<file path="src/rtl/seq_multiplier.sv">
// Sequential shift-add multiplier, one accumulator step per clock.
// Signed operands are multiplied as magnitudes and the result is negated at the end.
module seq_multiplier #(
  parameter int unsigned WIDTH = 32,
  parameter int unsigned CW    = $clog2(WIDTH) + 1
) (
  input  logic               clk,
  input  logic               rst,
  input  logic               run,
  input  logic               signed_mode,
  input  logic [WIDTH-1:0]   multiplicand,
  input  logic [WIDTH-1:0]   multiplier,
  output logic [2*WIDTH-1:0] product,
  output logic               rdy,
  output logic               busy,
  output logic [CW-1:0]      iter
);

  typedef enum logic [1:0] {StIdle, StCalc, StFix, StDone} state_e;

  localparam logic [CW-1:0] IterLast = CW'(WIDTH - 1);

  state_e             state_q, state_d;
  logic [2*WIDTH:0]   acc_q;
  logic [WIDTH-1:0]   mcand_q;
  logic               neg_q;
  logic [CW-1:0]      iter_q;
  logic [2*WIDTH-1:0] product_q;

  logic [WIDTH-1:0]   mag_a, mag_b;
  logic [WIDTH:0]     upper_sum;
  logic [2*WIDTH:0]   acc_step;

  // Operand magnitudes; the most negative value maps onto an unsigned 2^(WIDTH-1).
  always_comb begin
    mag_a = (signed_mode && multiplicand[WIDTH-1]) ? (~multiplicand + 1'b1) : multiplicand;
    mag_b = (signed_mode && multiplier[WIDTH-1])   ? (~multiplier + 1'b1)   : multiplier;
  end

  // One shift-add step: conditional add into the upper WIDTH+1 bits, then shift right.
  always_comb begin
    upper_sum = acc_q[2*WIDTH:WIDTH];
    if (acc_q[0]) begin
      upper_sum = acc_q[2*WIDTH:WIDTH] + {1'b0, mcand_q};
    end
    acc_step = {upper_sum, acc_q[WIDTH-1:0]} >> 1;
  end

  // State register.
  always_ff @(posedge clk or posedge rst) begin
    if (rst) begin
      state_q <= StIdle;
    end else begin
      state_q <= state_d;
    end
  end

  // Next-state logic; run is only looked at in IDLE and DONE.
  always_comb begin
    state_d = state_q;
    unique case (state_q)
      StIdle:  if (run) state_d = StCalc;
      StCalc:  if (iter_q == IterLast) state_d = StFix;
      StFix:   state_d = StDone;
      StDone:  if (!run) state_d = StIdle;
      default: state_d = StIdle;
    endcase
  end

  // Datapath: capture operands, iterate, and publish the signed/unsigned result.
  always_ff @(posedge clk or posedge rst) begin
    if (rst) begin
      acc_q     <= '0;
      mcand_q   <= '0;
      neg_q     <= 1'b0;
      iter_q    <= '0;
      product_q <= '0;
    end else begin
      unique case (state_q)
        StIdle: begin
          if (run) begin
            acc_q   <= {{(WIDTH + 1){1'b0}}, mag_b};
            mcand_q <= mag_a;
            neg_q   <= signed_mode & (multiplicand[WIDTH-1] ^ multiplier[WIDTH-1]);
            iter_q  <= '0;
          end
        end
        StCalc: begin
          acc_q  <= acc_step;
          iter_q <= iter_q + 1'b1;
        end
        StFix: begin
          product_q <= neg_q ? (~acc_q[2*WIDTH-1:0] + 1'b1) : acc_q[2*WIDTH-1:0];
        end
        StDone: begin
          if (!run) iter_q <= '0;
        end
        default: ;
      endcase
    end
  end

  assign product = product_q;
  assign iter    = iter_q;
  assign rdy     = (state_q == StDone);
  assign busy    = (state_q == StCalc) || (state_q == StFix);

endmodule
</file>
<file path="config.mk">
export PLATFORM = sky130hd
export DESIGN_NAME = seq_multiplier
export DESIGN_NICKNAME = d
export VERILOG_FILES = /design/src/rtl/seq_multiplier.sv
export SDC_FILE = /design/constraint.sdc
export NUM_CORES = 1
export LEC_CHECK = 0
export CAP_MARGIN = 20
export CORE_AREA = 5 5 167 169
export CTS_CLUSTER_DIAMETER = 40
export DETAILED_ROUTE_END_ITERATION = 7
export DIE_AREA = 0 0 172 174
export HOLD_SLACK_MARGIN = 0.02
export PLACE_DENSITY_LB_ADDON = 0.08
export SLEW_MARGIN = 0
export SYNTH_ARGS = -nofsm -noshare
export SYNTH_HDL_FRONTEND = slang
export SYNTH_SLANG_ARGS = --single-unit
</file>
<file path="constraint.sdc">
create_clock -name clk -period 8.2 [get_ports clk]
set_input_delay 2.46 -clock clk [delete_from_list [all_inputs] [get_ports clk]]
set_output_delay 2.46 -clock clk [all_outputs]
set_load 0.02 [all_outputs]
</file>
==> impl_metrics.env <==
export IMPL_status="finished, final reports clean"
export IMPL_wl_met3_um=930
export IMPL_synth_top_family_by_area="compound AO/OA/AOI/OAI gates"
export IMPL_post_cts_buffers=0
export IMPL_setup_tns_ns=0
export IMPL_start_util=0.407
export IMPL_grt_overflow=0
export IMPL_min_period_ns=4.84
export IMPL_cts_root_buffer="clkbuf_16"
export IMPL_clock_skew_ns=0.0167
export IMPL_asyncSetResetFlopFracSynth=1.00
export IMPL_synthXorXnorAreaFrac=0.119
export IMPL_muxShareOfSynthArea=0.0160
export IMPL_seqPwrFrac=0.320
export IMPL_synth_top_area_share=0.393
export IMPL_synth_main_ff_cell="dfrtp_1"
export IMPL_syn_instance_count=1258
export IMPL_dieHeight_um=174
export IMPL_grt_pass1_wl_mm=47.3
export IMPL_synth_area_leaders="dfrtp_1 (39%), xor2_1 (9.1%), a21oi_1 (6.7%)"
export IMPL_hold_path_class="flop to flop"
export IMPL_hold_buffers=0
export IMPL_crit_required_ns=8.52
export IMPL_max_stage_delay_ns=0.50
export IMPL_syn_nets=1367
export IMPL_gp_congestion=0.905
export IMPL_area_delta_synth_final_pct=21.5
export IMPL_synth_compound_area_frac=0.222
export IMPL_utilization=0.495
export IMPL_tightest_slew_ns=1.08
export IMPL_power_leakage_nw=5.41
export IMPL_setup_viol=0
export IMPL_cts_sink_count=169
export IMPL_p_clk_frac=0.167
export IMPL_dr_wl_met2_mm=13.1
export IMPL_yosysMostFrequentCell="dfrtp_1"
export IMPL_combPwrFrac=0.513
export IMPL_wl_per_cell_um=16.4
export IMPL_synthSimpleGateAreaFrac=0.173
export IMPL_cp_num_buf_inv=1
export IMPL_grt_max_degree=100
export IMPL_worstSetupEndpointType="flop"
export IMPL_wl_met1_mm=13.8
export IMPL_crit_family="simple AND/OR/NAND/NOR gates"
export IMPL_portBuffers=139
export IMPL_place_hpwl_mm=20.4
export IMPL_synth_adder_area_share=0.0484
export IMPL_maxCapViolations=0
export IMPL_cp_common_cell="nor2_1"
export IMPL_layout_drive_gt1_share=0.0507
export IMPL_ys_ff_latch=169
export IMPL_die_x_um=172
export IMPL_crit_arrival_ns=5.16
export IMPL_irDropWorstVdd_uv=282
export IMPL_hold_viol_final=0
export IMPL_first_global_vias=9087
export IMPL_firstDrtPassIters=5
export IMPL_clock_latency_ns=0.43
export IMPL_antenna_cells=0
export IMPL_powerDensity_nw_per_um2=386
export IMPL_yosysSeqAreaShare=0.393
export IMPL_htreeDepth=4
export IMPL_synth_avg_cell_area_um2=8.55
export IMPL_p_int_mw=2.78
export IMPL_syn_area_um2=10800
export IMPL_synth_edff_count=0
export IMPL_synth_common_cells="dfrtp_1 (169), nand2_1 (150), a21oi_1 (144)"
export IMPL_timing_final_crit_share=0.590
export IMPL_pin_count=140
export IMPL_reg2reg_from="acc_q[32]$_DFFE_PP0P_"
export IMPL_maxSlewHeadroom=0.279
export IMPL_yosys_area_top_type="dfrtp_1"
export IMPL_postRouteAntennaNets=0
export IMPL_critPathKind="input port to flop"
export IMPL_net_switching_power_mw=2.26
export IMPL_worstSetupStartpointType="input port"
export IMPL_cts_buffer_depth=2
export IMPL_numCtsBuffers=17
export IMPL_drt_wl_total_mm=28.3
export IMPL_drcViolationCount=0
export IMPL_die_area_um2=29900
export IMPL_grt_setup_unrepaired="no"
export IMPL_fmax_mhz=207
export IMPL_ys_types=63
export IMPL_tritoncts="built"
export IMPL_drt_initial_drc_count=451
export IMPL_cts_resized=0
export IMPL_path_cells="clkdlybuf4s50_1 -> or3_1 -> or4_1 -> or3b_1 -> nor2_1 -> a21oi_1 -> nor2_1 -> xor2_1 -> o21ai_1 -> o21a_1"
export IMPL_yosys_warnings=0
export IMPL_nNetsFinal=1476
export IMPL_swShare=0.448
export IMPL_core_rowCount=60
export IMPL_drv_slew=0
export IMPL_topRoutingLayerUsed="met4"
export IMPL_avgViaCountPerCell=5.31
export IMPL_startpoint="multiplier[3]"
export IMPL_cp_max_fo=4
export IMPL_hp_start="mcand_q[14]$_DFFE_PP0P_"
export IMPL_crit_path_top_delay_cell="or3b_1"
export IMPL_clk_pin_slew_ns=0.07
export IMPL_fp_coreArea_um2=26400
export IMPL_grt_total_usage=0.192
export IMPL_antenna_found_initial=0
export IMPL_num_vias=9145
-- per-layer routing --
metal  GRT usage  vias to the layer above
met1       0.279                     4268
li1            -                     4686
met5           0                        -
met4      0.0511                        0
met3      0.0275                       29
met2       0.300                      162
-- through the flow --
step / power [mW] / setup slack, ns / hold slack (ns) / instances / instance area (µm²)
6_report: 5.04 / 3.36 / 0.488 / 1721 / 13100
5_1_grt: 5.49 / 3.14 / 0.514 / 1721 / 13100
3_5_place_dp: 4.22 / 2.94 / 0.482 / 1688 / 12400
4_1_cts: 5.10 / 3.39 / 0.496 / 1720 / 13000
2_1_floorplan: 3.35 / 1.16 / 0.450 / 1258 / 10800
3_3_place_gp: 4.20 / 2.97 / 0.468 / 1687 / 12400
-- registers in the layout, indices dropped and copies added, names as in the netlist --
signal	flops
iter	6
neg_q	1
mcand_q	32
acc_q	64
product	64
state_q	2
-- final timing paths --
path,endpoint,slack [ns],depth (start not counted)
setup / recovery,acc_q[29]$_DFFE_PP0P_,3.36,10
hold reg to reg,mcand_q[14]$_DFFE_PP0P_,0.49,2
min in group asynchronous,acc_q[52]$_DFFE_PP0P_,2.46,2
setup reg to reg,acc_q[61]$_DFFE_PP0P_,4.79,12
hold / removal,mcand_q[14]$_DFFE_PP0P_,0.49,2
max in group asynchronous,neg_q$_DFFE_PP0P_,4.53,3
-- final cells by class --
class / instances / area, µm²
fillers: 2577 / 13400
multi-input cells: 1010 / 6250
flip-flops and latches: 169 / 4230
repair buffers: 147 / 1460
clock buffers: 19 / 453
well taps: 341 / 427
clock inverters: 13 / 158
inverters: 22 / 87.6
-- placed cells by master, fill, tap and decap left out, types with 33 or more instances in the layout --
master / n
dfrtp_1: 168
nand2_1: 150
a21oi_1: 144
o21ai_0: 143
clkdlybuf4s50_1: 139
nor2_1: 124
xor2_1: 112
ha_1: 38
xnor2_1: 34
o31ai_1: 33
-- power by group through the flow --
stage | combinational [mW] | clock [mW] | sequential, mW
5_1_grt | 2.91 | 0.896 | 1.68
3_5_place_dp | 2.58 | 0 | 1.65
6_report | 2.59 | 0.842 | 1.61
2_1_floorplan | 1.65 | 0 | 1.70
3_3_place_gp | 2.55 | 0 | 1.64
4_1_cts | 2.60 | 0.867 | 1.64
-- cell families (layout without fill, tap and decap cells) --
kind of cell | after synthesis | after routing
DFF | 169 | 169
adders and majority gates | 41 | 41
xor gates and xnor gates | 146 | 146
and+or+nand+nor | 397 | 397
muxes | 17 | 17
AOI/OAI and AO/OA | 409 | 409
buffers and inverters | 79 | 201
-- worst register-to-register path: stages, from the launching register on --
cell	delay [ns]
dfrtp_1	0.50
ha_1	0.23
inv_1	0.06
fa_1	0.38
nand2b_1	0.18
a21oi_1	0.23
o21ai_0	0.26
a311oi_1	0.43
o2111ai_1	0.20
a31oi_1	0.34
o21bai_1	0.13
or3_1	0.32
nand3_1	0.09
No activity file was read; power rests on OpenSTA's default activity.
